<file path="config.mk">
export PLATFORM = sky130hd
export DESIGN_NAME = seg_scan_decoder
export DESIGN_NICKNAME = d
export VERILOG_FILES = /design/src/rtl/seg_pkg.sv /design/src/rtl/seg_pattern_decode.sv /design/src/rtl/seg_scan_decoder.sv
export SDC_FILE = /design/constraint.sdc
export NUM_CORES = 1
export LEC_CHECK = 0
export BUFFER_PORTS_ARGS = -buffer_cell sky130_fd_sc_hd__buf_2
export CAP_MARGIN = 40
export CORE_MARGIN = 2
export CORE_UTILIZATION = 50
export DETAILED_ROUTE_END_ITERATION = 16
export PLACE_DENSITY = 0.77
export REMOVE_ABC_BUFFERS = 1
export SLEW_MARGIN = 15
export SYNTH_ARGS = -nofsm -noshare
export SYNTH_HDL_FRONTEND = slang
export SYNTH_SLANG_ARGS = --single-unit
</file>
<file path="constraint.sdc">
create_clock -name clk -period 2.8 [get_ports clk]
set_input_delay 0.84 -clock clk [delete_from_list [all_inputs] [get_ports clk]]
set_output_delay 0.84 -clock clk [all_outputs]
set_load 0.1 [all_outputs]
</file>
<file path="src/rtl/seg_pkg.sv">
// Shared constants and types for the 7-segment scan decoder.
// Segment patterns are active-high, bit0 = a ... bit6 = g. The same constants
// can drive a hex-to-7-segment encoder so both directions stay in lockstep.
package seg_pkg;

    localparam int SEG_W = 7;

    localparam logic [SEG_W-1:0] SEG_HEX_0 = 7'h3F;
    localparam logic [SEG_W-1:0] SEG_HEX_1 = 7'h06;
    localparam logic [SEG_W-1:0] SEG_HEX_2 = 7'h5B;
    localparam logic [SEG_W-1:0] SEG_HEX_3 = 7'h4F;
    localparam logic [SEG_W-1:0] SEG_HEX_4 = 7'h66;
    localparam logic [SEG_W-1:0] SEG_HEX_5 = 7'h6D;
    localparam logic [SEG_W-1:0] SEG_HEX_6 = 7'h7D;
    localparam logic [SEG_W-1:0] SEG_HEX_7 = 7'h07;
    localparam logic [SEG_W-1:0] SEG_HEX_8 = 7'h7F;
    localparam logic [SEG_W-1:0] SEG_HEX_9 = 7'h6F;
    localparam logic [SEG_W-1:0] SEG_HEX_A = 7'h77;
    localparam logic [SEG_W-1:0] SEG_HEX_B = 7'h7C;
    localparam logic [SEG_W-1:0] SEG_HEX_C = 7'h58;
    localparam logic [SEG_W-1:0] SEG_HEX_D = 7'h5E;
    localparam logic [SEG_W-1:0] SEG_HEX_E = 7'h79;
    localparam logic [SEG_W-1:0] SEG_HEX_F = 7'h71;

    // Result of looking up one segment pattern: hit=0 means illegal pattern.
    typedef struct packed {
        logic       hit;
        logic [3:0] nibble;
    } seg_dec_t;

    // Frame collection state: IDLE while nothing is captured.
    typedef enum logic {
        ST_IDLE,
        ST_COLLECT
    } scan_state_e;

endpackage : seg_pkg

</file>
<file path="src/rtl/seg_pattern_decode.sv">
// Combinational 7-segment pattern to hex nibble lookup.
// Any pattern outside the sixteen legal glyphs returns hit=0, nibble=0.
module seg_pattern_decode
    import seg_pkg::*;
(
    input  logic [SEG_W-1:0] seg_i,
    output seg_dec_t         dec_o
);

    // Pattern lookup against the shared glyph constants.
    always_comb begin
        // NOTE: the output gets a default before the case so no path leaves it
        // unassigned, which would otherwise infer a latch.
        dec_o = '0;
        case (seg_i)
            SEG_HEX_0: dec_o = '{hit: 1'b1, nibble: 4'h0};
            SEG_HEX_1: dec_o = '{hit: 1'b1, nibble: 4'h1};
            SEG_HEX_2: dec_o = '{hit: 1'b1, nibble: 4'h2};
            SEG_HEX_3: dec_o = '{hit: 1'b1, nibble: 4'h3};
            SEG_HEX_4: dec_o = '{hit: 1'b1, nibble: 4'h4};
            SEG_HEX_5: dec_o = '{hit: 1'b1, nibble: 4'h5};
            SEG_HEX_6: dec_o = '{hit: 1'b1, nibble: 4'h6};
            SEG_HEX_7: dec_o = '{hit: 1'b1, nibble: 4'h7};
            SEG_HEX_8: dec_o = '{hit: 1'b1, nibble: 4'h8};
            SEG_HEX_9: dec_o = '{hit: 1'b1, nibble: 4'h9};
            SEG_HEX_A: dec_o = '{hit: 1'b1, nibble: 4'hA};
            SEG_HEX_B: dec_o = '{hit: 1'b1, nibble: 4'hB};
            SEG_HEX_C: dec_o = '{hit: 1'b1, nibble: 4'hC};
            SEG_HEX_D: dec_o = '{hit: 1'b1, nibble: 4'hD};
            SEG_HEX_E: dec_o = '{hit: 1'b1, nibble: 4'hE};
            SEG_HEX_F: dec_o = '{hit: 1'b1, nibble: 4'hF};
            default:   dec_o = '0;
        endcase
    end

endmodule : seg_pattern_decode

</file>
<file path="src/rtl/seg_scan_decoder.sv">
// Multiplexed 7-segment bus to hex word decoder.
// Samples {seg_in, dig_sel} on sample_en, collects one nibble per digit and
// presents the completed word on a valid/ready interface. Frames that complete
// while the previous word is still unaccepted are dropped with an overrun pulse.
// Optional build macro: SEG_STABLE_FILTER_EN -- a sample is accepted only after
// STABLE_CYCLES identical consecutive sample_en cycles, once per stable run.
module seg_scan_decoder
    import seg_pkg::*;
#(
    parameter int NUM_DIGITS    = 4,
    parameter int STABLE_CYCLES = 3
) (
    input  logic                    clk,
    input  logic                    rst_n,
    input  logic [SEG_W-1:0]        seg_in,
    input  logic [NUM_DIGITS-1:0]   dig_sel,
    input  logic                    sample_en,
    output logic [4*NUM_DIGITS-1:0] word_out,
    output logic                    word_valid,
    input  logic                    word_ready,
    output logic                    bad_pattern,
    output logic                    overrun
);

    if (NUM_DIGITS < 1) begin : g_bad_digits
        $error("NUM_DIGITS must be at least 1");
    end
    if (STABLE_CYCLES < 1) begin : g_bad_stable
        $error("STABLE_CYCLES must be at least 1");
    end

    logic accept;

`ifdef SEG_STABLE_FILTER_EN
    localparam int CNT_W = $clog2(STABLE_CYCLES + 1);
    localparam logic [CNT_W-1:0] CNT_MAX = CNT_W'(STABLE_CYCLES);

    logic [SEG_W+NUM_DIGITS-1:0] last_q;
    logic [CNT_W-1:0]            run_q, run_d;
    logic                        continuing;

    // Run length of identical qualified samples; accept when it first reaches CNT_MAX.
    always_comb begin
        continuing = sample_en && ({seg_in, dig_sel} == last_q) && (run_q != '0);
        run_d      = '0;
        if (sample_en) begin
            if (!continuing) begin
                run_d = CNT_W'(1);
            end else if (run_q == CNT_MAX) begin
                run_d = CNT_MAX;
            end else begin
                run_d = run_q + CNT_W'(1);
            end
        end
        accept = (run_d == CNT_MAX) && !(continuing && (run_q == CNT_MAX));
    end

    // Filter history registers.
    always_ff @(posedge clk or negedge rst_n) begin
        if (!rst_n) begin
            run_q  <= '0;
            last_q <= '0;
        end else begin
            run_q  <= run_d;
            last_q <= {seg_in, dig_sel};
        end
    end
`else
    assign accept = sample_en;
`endif

    seg_dec_t dec;

    seg_pattern_decode u_decode (
        .seg_i (seg_in),
        .dec_o (dec)
    );

    scan_state_e               state_q, state_d;
    logic [NUM_DIGITS-1:0]     captured_q, captured_d;
    logic [4*NUM_DIGITS-1:0]   shadow_q, shadow_d;
    logic                      frame_err_q, frame_err_d;
    logic [4*NUM_DIGITS-1:0]   word_q, word_d;
    logic                      valid_q, valid_d;
    logic                      bad_q, bad_d;
    logic                      overrun_q, overrun_d;
    logic                      sel_one_hot, sel_multi_hot;
    logic                      frame_done;

    assign sel_one_hot   = (dig_sel != '0) &&
                           ((dig_sel & (dig_sel - NUM_DIGITS'(1))) == '0);
    assign sel_multi_hot = (dig_sel != '0) && !sel_one_hot;

    // Next-state: nibble capture, error tracking, frame FSM and output handoff.
    always_comb begin
        state_d     = state_q;
        captured_d  = captured_q;
        shadow_d    = shadow_q;
        frame_err_d = frame_err_q;
        word_d      = word_q;
        valid_d     = valid_q;
        bad_d       = bad_q;
        overrun_d   = 1'b0;

        if (valid_q && word_ready) begin
            valid_d = 1'b0;
        end

        if (accept) begin
            if (sel_one_hot) begin
                for (int i = 0; i < NUM_DIGITS; i++) begin
                    if (dig_sel[i]) begin
                        shadow_d[4*i +: 4] = dec.hit ? dec.nibble : 4'h0;
                    end
                end
                captured_d = captured_q | dig_sel;
                if (!dec.hit) begin
                    frame_err_d = 1'b1;
                end
            end else if (sel_multi_hot) begin
                frame_err_d = 1'b1;
            end
        end

        // The completing sample is included via captured_d.
        frame_done = accept && sel_one_hot && (&captured_d);

        case (state_q)
            ST_IDLE:    if (accept && sel_one_hot && !frame_done) state_d = ST_COLLECT;
            ST_COLLECT: if (frame_done) state_d = ST_IDLE;
            default:    state_d = ST_IDLE;
        endcase

        if (frame_done) begin
            if (!valid_q || word_ready) begin
                word_d  = shadow_d;
                valid_d = 1'b1;
                bad_d   = frame_err_d;
            end else begin
                overrun_d = 1'b1;
            end
            captured_d  = '0;
            frame_err_d = 1'b0;
        end
    end

    // State and output registers.
    always_ff @(posedge clk or negedge rst_n) begin
        if (!rst_n) begin
            state_q     <= ST_IDLE;
            captured_q  <= '0;
            // NOTE: the shadow nibbles are reset as well, so a partial frame
            // never carries stale data across a reset.
            shadow_q    <= '0;
            frame_err_q <= 1'b0;
            word_q      <= '0;
            valid_q     <= 1'b0;
            bad_q       <= 1'b0;
            overrun_q   <= 1'b0;
        end else begin
            // NOTE: non-blocking assignments so every register sees pre-edge values.
            state_q     <= state_d;
            captured_q  <= captured_d;
            shadow_q    <= shadow_d;
            frame_err_q <= frame_err_d;
            word_q      <= word_d;
            valid_q     <= valid_d;
            bad_q       <= bad_d;
            overrun_q   <= overrun_d;
        end
    end

    assign word_out    = word_q;
    assign word_valid  = valid_q;
    assign bad_pattern = bad_q;
    assign overrun     = overrun_q;

endmodule : seg_scan_decoder

</file>
==> flow_summary.toml <==
[sta]
hold_viol = 0
finalSetupViolCount = 0
rsz0062_at_grt = "no"
period_needed_ns = 2.375
tightest_slew_ns = 0.6382
setup_tns_ns = 0
max_freq_mhz = 421.0
slew_headroom_pct = 57.13
maxSlewViolCount = 0
finalClockSkew_ns = 0.001938
post-route-period-util_pct = 84.83

[floorplan]
fp.dieH_um = 68.47
ioPinCount = 34
core_um2 = 4000
start_util_pct = 51.95
die-area_um2 = 4688
num_rows = 23
die_x_um = 68.47

[placement]
gp_congestion = 0.8787
placed_area_um2 = 2301
post-dp-hpwl_mm = 2.817
io_buffers = 33

[critical_path]
critPathLaunchType = "input pin"
crit_path_max_fanout = 16
required_ns = 2.96
rr_worst_depth = 5
cp-end-kind = "flip-flop"
r2r-end = "word_out[12]"
path_class = "input pin to flip-flop"
worstReg2RegStart = "captured_q[3]"
r2r_slack_ns = 1.23
cp.arrival_ns = 2.53

[route]
drtIter0Drc = 107
vias = 1539
routed_wl_mm = 4.035
wl_per_cell_um = 15.00
drtPass1Iterations = 4
vias_per_cell = 5.721
antenna_left = 0
drt_drc_violations_left = 0

[final_layout]
fill_cells = 323
diodes = 0
layout.nets = 233
area_delta_synth_final_pct = 15.89
design_area_um2 = 2409
multi_input_area_um2 = 987.2
seqCellArea_um2 = 1001
drive_gt1_share_pct = 35.16

[synthesis]
synth.yosys.seq_area_share_pct = 48.16
synth_cells = 186
syn_area_per_cell_um2 = 11.17
synth_edf_count = 0
ys_seq_elements = 40
synth_ff_type = "dfrtp_1"
synth_warnings = 0
syn_area_um2 = 2078
synth.distinct_cells = 50
async_reset_ff_share_pct = 100.0

[global_routing]
grt_pass1_wl_mm = 6.844
overflow = 0
grtUsageTotal_pct = 20.15
grt_pass1_vias = 1410
grt_max_degree = 25
antenna_found_initial = 0

[clock_tree]
cts.sinks = 40
cts_tree = "yes"
cts_buffers = 5
cts_root_buf = "clkbuf_8"
clkLatencyLatePin_ns = 0.29
hold_buffers = 0
cts_setup_buffers = 0
cts_resized = 0
h-tree-depth = 2
cts.clk_slew.worst_paths_ns = 0.07
clock_path_buffers = 2

[status]
status = "finished clean"

[job]
maxCapViolCount = 0

[worst_hold_path]
hp-class = "input pin to async pin"

[power_and_ir_drop]
p_leak_nw = 1.062
peakVddDrop_v = 0.0008733
p_per_area_nw_per_um2 = 959.6
==> placed cells by master (no fill, tap or decap), types with 2 or more instances in the layout <==
master and count:
dfrtp_1 40, buf_2 33, nor2_1 30, a21oi_1 19, mux2_4 9, mux2_2 7
nand4b_1 5, clkbuf_8 5, a211oi_1 4, nand3_1 4, or4bb_1 4, buf_4 4
nand2_1 3, or3b_2 3, nand2b_1 3, nor3_1 3, o21a_1 2, and3_2 2
or4b_2 2, inv_1 2, a31oi_1 2, o21ai_0 2
==> per-stage QoR <==
step / power [mW] / instances / setup WS, ns / hold WS (ns) / util, %
after floorplan: 1.671 / 172 / 0.04274 / 0.4533 / -
after global placement: 1.848 / 260 / 0.2100 / 0.4788 / 56.83
after detailed placement: 1.870 / 261 / 0.1502 / 0.4866 / 57.52
after CTS: 2.332 / 269 / 0.4529 / 0.4812 / 60.21
after global routing: 2.418 / 269 / 0.3311 / 0.4986 / 60.21
final: 2.311 / 269 / 0.4248 / 0.4740 / 60.21
==> flip-flops by register name, summed over array words and instances, names as in the netlist <==
| signal | flops |
|---|---|
| bad_pattern | 1 |
| captured_q | 4 |
| frame_err_q | 1 |
| overrun | 1 |
| shadow_q | 16 |
| word_out | 16 |
| word_valid | 1 |
==> area by class of cell <==
| cell class | count | area share [%] |
|---|---|---|
| sequential | 40 | 41.56 |
| multi-input combinational | 130 | 40.99 |
| timing repair buffer | 39 | 10.08 |
| clock buffer | 6 | 3.013 |
| tap | 50 | 2.597 |
| clock inverter | 2 | 1.455 |
| inverter | 2 | 0.3117 |
==> worst max-delay path, cell delays in order <==
cell and delay (ns):
buf_2 0.23, or4b_2 0.61, a211oi_1 0.29, nor4_2 0.12, a211oi_1 0.31, mux2i_1 0.12
==> cells in the mapped netlist (2+ instances only) <==
cell type	number	share of area, %
dfrtp_1	40	48
nor2_1	30	5.4
a21oi_1	19	4.6
mux2_4	9	6.5
mux2_2	7	3.8
buf_2	5	1.2
clkbuf_1	5	0.90
nand4b_1	5	2.1
a211oi_1	4	1.4
nand3_1	4	0.96
or4bb_1	4	2.2
nand2_1	3	0.54
nand2b_1	3	0.90
nor3_1	3	0.72
or3b_2	3	1.3
a31oi_1	2	0.60
and3_2	2	0.72
buf_1	2	0.36
inv_1	2	0.36
o21a_1	2	0.72
o21ai_0	2	0.48
or4b_2	2	0.96
==> layer usage <==
| layer | routed length [um] | part of all wire [%] | GRT usage [%] |
|---|---|---|---|
| met1 | 1888 | 47 | 28.20 |
| met2 | 1890 | 47 | 30.77 |
| met3 | 197 | 4.9 | 4.605 |
| met4 | 59 | 1.5 | 7.000 |
| met5 | 0 | 0 | 0 |
==> worst max-delay path by stage <==
stage / start / end / slack [ns] / cells past startpoint
2_1_floorplan: dig_sel[0] / word_out[0] / 0.04 / 5
3_3_place_gp: seg_in[1] / bad_pattern / 0.21 / 6
3_5_place_dp: seg_in[1] / bad_pattern / 0.15 / 6
4_1_cts: seg_in[1] / bad_pattern / 0.45 / 6
5_1_grt: seg_in[1] / bad_pattern / 0.33 / 6
6_report: seg_in[1] / bad_pattern / 0.42 / 6
==> power by group <==
part / internal (mW) / switching, mW
clock: 0.264 / 0.189
combinational: 0.238 / 0.802
sequential: 0.742 / 0.0760
total: 1.24 / 1.07
==> cells by family after synthesis <==
family          Yosys count  share of synthesized area [%]
mux                      17                          10.78
compound gates           38                          13.19
buf+inv                  16                          4.335
simple gates             72                          22.22
fa+ha+maj                 1                         0.4817
flops                    40                          48.16
xor+xnor                  2                         0.8430
Note: power is estimated with default switching activity, not from simulation.
